`src/rtl/mult_seq_fsm.sv`:
```
// Sequencer that drives the shared register file / ALU to form A*B by repeated addition.
// Optional macro MULT_SEQ_FSM_STICKY_DONE_EN: FINISH holds DONE until the next START.
module mult_seq_fsm #(
  parameter int              SIZE    = 4,
  parameter logic [SIZE-2:0] OP_ADD  = 3'b000,
  parameter logic [SIZE-2:0] OP_SUB  = 3'b001,
  parameter logic [SIZE-2:0] OP_ZERO = 3'b010,
  parameter logic [SIZE-2:0] OP_ONE  = 3'b011,
  parameter logic [SIZE-2:0] OP_PASS = 3'b100
) (
  input  logic            CLK,
  input  logic            RST,
  input  logic            START,
  input  logic            ZERO_FLAG,
  output logic            wrt_en,
  output logic [SIZE-3:0] wrt_addr,
  output logic            load_data,
  output logic [SIZE-3:0] rd_addr1,
  output logic [SIZE-3:0] rd_addr2,
  output logic [SIZE-2:0] alu_opcode,
  output logic            DONE,
  output logic            BUSY
);

  localparam logic [3:0] S_IDLE    = 4'd0;
  localparam logic [3:0] S_LOAD_A  = 4'd1;
  localparam logic [3:0] S_LOAD_B  = 4'd2;
  localparam logic [3:0] S_CLR_ACC = 4'd3;
  localparam logic [3:0] S_SET_ONE = 4'd4;
  localparam logic [3:0] S_CHECK   = 4'd5;
  localparam logic [3:0] S_ACCUM   = 4'd6;
  localparam logic [3:0] S_DECR    = 4'd7;
  localparam logic [3:0] S_FINISH  = 4'd8;

  // Register map: R0 = A, R1 = B (loop counter), R2 = ACC, R3 = constant 1
  localparam logic [SIZE-3:0] R_A   = 0;
  localparam logic [SIZE-3:0] R_B   = 1;
  localparam logic [SIZE-3:0] R_ACC = 2;
  localparam logic [SIZE-3:0] R_ONE = 3;

  logic [3:0] r_state;
  logic [3:0] w_next;

  always_ff @(posedge CLK) begin
    if (!RST) r_state <= S_IDLE;
    else      r_state <= w_next;
  end

  // ZERO_FLAG only steers the branches out of CHECK and DECR
  always_comb begin
    w_next = r_state;
    case (r_state)
      S_IDLE:    w_next = START ? S_LOAD_A : S_IDLE;
      S_LOAD_A:  w_next = S_LOAD_B;
      S_LOAD_B:  w_next = S_CLR_ACC;
      S_CLR_ACC: w_next = S_SET_ONE;
      S_SET_ONE: w_next = S_CHECK;
      S_CHECK:   w_next = ZERO_FLAG ? S_FINISH : S_ACCUM;
      S_ACCUM:   w_next = S_DECR;
      S_DECR:    w_next = ZERO_FLAG ? S_FINISH : S_ACCUM;
`ifdef MULT_SEQ_FSM_STICKY_DONE_EN
      S_FINISH:  w_next = START ? S_LOAD_A : S_FINISH;
`else
      S_FINISH:  w_next = S_IDLE;
`endif
      default:   w_next = S_IDLE;
    endcase
  end

  always_comb begin
    wrt_en     = 1'b0;
    wrt_addr   = R_A;
    load_data  = 1'b0;
    rd_addr1   = R_A;
    rd_addr2   = R_A;
    alu_opcode = OP_ADD;
    DONE       = 1'b0;
    BUSY       = (r_state != S_IDLE);
    case (r_state)
      S_LOAD_A: begin
        wrt_en    = 1'b1;
        load_data = 1'b1;
        wrt_addr  = R_A;
      end
      S_LOAD_B: begin
        wrt_en    = 1'b1;
        load_data = 1'b1;
        wrt_addr  = R_B;
      end
      S_CLR_ACC: begin
        wrt_en     = 1'b1;
        wrt_addr   = R_ACC;
        alu_opcode = OP_ZERO;
      end
      S_SET_ONE: begin
        wrt_en     = 1'b1;
        wrt_addr   = R_ONE;
        alu_opcode = OP_ONE;
      end
      S_CHECK: begin
        rd_addr1   = R_B;
        alu_opcode = OP_PASS;
      end
      S_ACCUM: begin
        wrt_en     = 1'b1;
        wrt_addr   = R_ACC;
        rd_addr1   = R_ACC;
        rd_addr2   = R_A;
        alu_opcode = OP_ADD;
      end
      S_DECR: begin
        wrt_en     = 1'b1;
        wrt_addr   = R_B;
        rd_addr1   = R_B;
        rd_addr2   = R_ONE;
        alu_opcode = OP_SUB;
      end
      S_FINISH: begin
        DONE     = 1'b1;
        rd_addr1 = R_ACC;
`ifdef MULT_SEQ_FSM_STICKY_DONE_EN
        BUSY     = 1'b0;
`endif
      end
      default: ;
    endcase
  end

endmodule

```
`config.mk`:
```
export PLATFORM = sky130hd
export DESIGN_NAME = mult_seq_fsm
export DESIGN_NICKNAME = d
export VERILOG_FILES = /design/src/rtl/mult_seq_fsm.sv
export SDC_FILE = /design/constraint.sdc
export NUM_CORES = 1
export LEC_CHECK = 0
export ABC_CLOCK_PERIOD_IN_PS = 2450
export CAP_MARGIN = 10
export CELL_PAD_IN_SITES_DETAIL_PLACEMENT = 0
export CELL_PAD_IN_SITES_GLOBAL_PLACEMENT = 1
export CORE_AREA = 3 3 40 42
export CTS_CLUSTER_DIAMETER = 30
export CTS_CLUSTER_SIZE = 20
export DETAILED_ROUTE_END_ITERATION = 7
export DIE_AREA = 0 0 43 45
export PLACE_DENSITY_LB_ADDON = 0.12
export SYNTH_ARGS = -nofsm -noshare
export SYNTH_HDL_FRONTEND = slang
export SYNTH_SLANG_ARGS = --single-unit
```
`constraint.sdc`:
```
create_clock -name CLK -period 2.45 [get_ports CLK]
set_input_delay 0.49 -clock CLK [delete_from_list [all_inputs] [get_ports CLK]]
set_output_delay 0.49 -clock CLK [all_outputs]
set_load 0.02 [all_outputs]
```
# After elaboration in Yosys (flattened, before gate mapping)
# Index checks and enable logic that the tools add are counted.
[totals]
word_cells = 27
output_inout_bits = 13
regBits = 4
inputBits = 4
[op_classes]
eq_ne = 8
reduce_logical = 8
muxes = 10
[op_table]
columns = ["operator", "count"]
rows = [
  ["$pmux 4 s7", 1],
  ["$eq 4x3->1 const B", 4],
  ["$pmux 3 s4", 1],
  ["$reduce_or 2->1", 5],
  ["$eq 4x2->1 const B", 2],
  ["$pmux 2 s3", 1],
  ["$reduce_or 6->1", 1],
  ["$eq 4x1->1 const B", 1],
  ["$eq 4x4->1 const B", 1],
  ["$logic_not 4->1", 1],
  ["$mux 1", 4],
  ["$mux 4", 1],
  ["$pmux 2 s2", 1],
  ["$reduce_bool 4->1", 1],
  ["$mux 2", 1],
]

# Depth between registers and ports, before layout
[depth]
depth_word = 3
mapped_depth = 4
mapped_depth_nobuf = 2

# Worst setup path before layout
# OpenSTA, ideal clock, no wires.
[synth_timing]
kind = "register to output"
start = "register r_state[0]"
end = "output port rd_addr2[1]"
path_slack_ns = 0.506
n_path_buf = 2
arrival_time_ns = 1.454
required_ns = 1.960
path_stages_with_launch = 5
cell_sequence = "dfxtp_1 > buf_2 > nand2_1 > nor3_1 > buf_4"
[synth_via]
elab_chain_len = 2
[synth_lines]
columns = ["element", "line", "rtl"]
rows = [
  ["start: declaration", "41", "logic [3:0] r_state;"],
  ["start signal: assignment", "46", "else r_state <= w_next;"],
  ["$eq 4x3->1", "79", "case (r_state)"],
  ["$mux 2", "79", ""],
  ["end: declaration", "19", "output logic [SIZE-3:0] rd_addr2,"],
]
# Every way passes these cells.

# Final worst setup path
[layout_timing]
start = "register r_state[3]"
end = "output port rd_addr1[1]"
[layout_via]
elab_chain_len = 3
word_cells_on_any_way = 7
cone_classes = "eq/ne: 4; mux: 1; reduce/logical: 2"
[layout_lines]
columns = ["element", "line", "rtl"]
rows = [
  ["$eq 4x4->1 / $eq 4x3->1 (equally long branches)", "79", ""],
  ["$reduce_or 2->1 (no line)", "--", ""],
  ["$pmux 2 s2 *", "79", ""],
  ["end: declaration", "18", "output logic [SIZE-3:0] rd_addr1,"],
]
# Every way passes the cells marked *; elsewhere a longest branch is shown, timed or not.

==> metrics.cfg <==
[synth]
synth_area_per_cell_um2 = 8.00
synth_top_family_by_area = simple AND/OR/NAND/NOR gates
synth-seq-cells = 4
synth_xor_area_share_pct = 5.09
synth_mux_area_share_pct = 3.27
synth_fa_ha_area_share_pct = 0
synthCells = 43
synth.distinct_cells = 24
synth_compound_area_share_pct = 20.0
synthesis.nets = 47
netlist_area_um2 = 344
netlist.area_leader.share_pct = 23.3
ys_seq_area_share_pct = 23.3
netlist_top_cells_area = dfxtp_1, a211oi_2, nor3_1
synth_simple_gate_area_share_pct = 35.6
yosys.area.top_type = dfxtp_1
synth_warnings = 0

[detailed_routing]
dr.pass1.iters = 4
wire_per_inst_um = 10.2
first_iter_violations = 4
avgViaCountPerCell = 4.70
drc_errors = 0
vias = 348
routed_wirelength_um = 756
ant_nets = 0

[timing]
skew_ps = 3.87
setup_viol = 0
setup_tns_ps = 0
relSlewSlack_pct = 82.5
fin_crit_ps = 2280
worst_pin_slew_ps = 259
finalHoldViolCount = 0
period_share_pct = 93.2
rsz0062_at_grt = false
holdWs_ps = 535
slew_violations = 0
fmaxAchievable_mhz = 438

[setup_path]
cp_data_arrival_time_ps = 1790
critPathLaunchType = flop
critical_path_class = flop to primary output
path_max_fanout = 9
slowest_stage = clkdlybuf4s50_1
crit_required_ps = 1960
path_cells = or3b_1, a21oi_1, clkdlybuf4s50_1
cp-end-kind = primary output
max_stage_delay_ps = 620

[power]
vdd_drop_max_v = 0.000236
p_leak_nw = 0.189
p_per_area_nw_per_um2 = 488

[placement]
gp_congestion = 0.700
hpwlAfterDp_um = 587
io_buffers = 16

[floorplanning]
die_area_um2 = 1940
rows = 13
die_h_um = 45
die_width_um = 43
fp.coreArea_um2 = 1280
start_util_pct = 26.8
ios = 17

[global_routing]
grtUsageTotal_pct = 9.57
grt_max_degree = 17
grt_overflow_total = 0
grt_pass1_vias = 294
antenna_found_initial = 0
grt_pass1_wl_um = 1340

[finish]
regMostFlops = r_state
largest_register_ffs = 4
top_regs = r_state x4
nNetsFinal = 65
drive_gt1_share_pct = 16.9
diodes = 0
final_util_pct = 41.1
syn_to_final_growth_pct = 53.5

[clock_tree]
clk-insertion-delay-late_ps = 240
cts_buffer_depth = 2
hold_buffers = 0
clkTransAtPathRegs_ps = 40
tritoncts = yes
cts.sinks = 4
cts_buffers = 3
htreeDepth = 1
root_buffer = clkbuf_4

[hold_path]
hold_class = flop to flop

[outcome]
status = finished, final reports clean

[job]
maxCapViolations = 0

timing repair:
item	in CTS	in global routing
buffers inserted	0	0
endpoints found under the setup margin	0	7
gates resized for setup	0	3
stage by stage:
step / cell area [um2] / power [mW] / setup WS (ps) / std cells
after floorplan: 344 / 0.139 / 506 / 43
after global placement: 502 / 0.175 / 339 / 71
after detailed placement: 502 / 0.177 / 312 / 71
after CTS: 524 / 0.263 / 44.9 / 74
after global routing: 528 / 0.278 / 67.5 / 74
final: 528 / 0.257 / 167 / 74
cell usage after synthesis (all sizes together):
cell and number:
a211oi 2, a21bo 1, a21boi 1, a21oi 4
a31oi 1, and3b 1, buf 4, clkbuf 1
dfxtp 4, inv 2, mux2 1, nand2 1
nand2b 2, nand3 1, nand3b 2, nor2 3
nor3 5, nor4b 1, or2b 1, or3b 2
or4 1, xnor2 2
critical path: cells and delay by family (launching register included):
kind | cells | cell delay, ps
buffers and inverters | 1 | 620
DFF | 1 | 440
and+or+nand+nor | 1 | 370
AOI/OAI and AO/OA | 1 | 130
metal layers:
metal	part of all wire, %	vias up	GRT usage, %	wire length (um)
met5	0	-	0	0
met4	3.7	0	10.8	28
met3	8.9	3	2.39	67
met2	40	16	12.0	300
met1	47	144	12.3	359
li1	-	185	-	-
cell type report:
type | instances | area [um2]
clock buffers | 3 | 22.5
repair buffers | 18 | 175
inverters | 2 | 7.51
well taps | 15 | 18.8
fillers | 128 | 757
multi-input cells | 32 | 220
flip-flops and latches | 4 | 83.8
logic make-up after synthesis:
| group | Yosys count |
|---|---|
| XOR/XNOR | 2 |
| AND/OR/NAND/NOR | 20 |
| flip-flops | 4 |
| multiplexers | 1 |
| buffers and inverters | 7 |
| AO/OA/AOI/OAI | 9 |
worst paths after layout:
kind                         start  slack (ps)               endpoint  depth (start not counted)
min reg2reg  r_state[2]$_SDFF_PN0_         530  r_state[3]$_SDFF_PN0_                          2
min          r_state[2]$_SDFF_PN0_         530  r_state[3]$_SDFF_PN0_                          2
max reg2reg  r_state[2]$_SDFF_PN0_        1390  r_state[1]$_SDFF_PN0_                          2
max          r_state[3]$_SDFF_PN0_         170            rd_addr1[1]                          3
placed cells by master (no fill, tap or decap), types with 2 or more instances in the layout:
cell | Yosys | final
xnor2_1 | 2 | 2
clkbuf_4 | 1 | 3
buf_4 | 1 | 2
a21oi_1 | 4 | 4
dfxtp_2 | 0 | 3
clkdlybuf4s50_1 | 0 | 16
inv_1 | 2 | 2
a211oi_2 | 2 | 2
or3b_1 | 2 | 2
nor3_1 | 5 | 5
nand2b_1 | 2 | 2
nand3b_1 | 2 | 2
nor2_1 | 3 | 3
power breakdown:
group          switching [mW]  internal, mW  leakage (nW)  total [mW]
clock network          0.0264        0.0547        0.0138      0.0811
registers              0.0144        0.0706        0.0338      0.0850
logic                  0.0422        0.0491         0.141      0.0913
No activity file was read; power rests on OpenSTA's default activity.
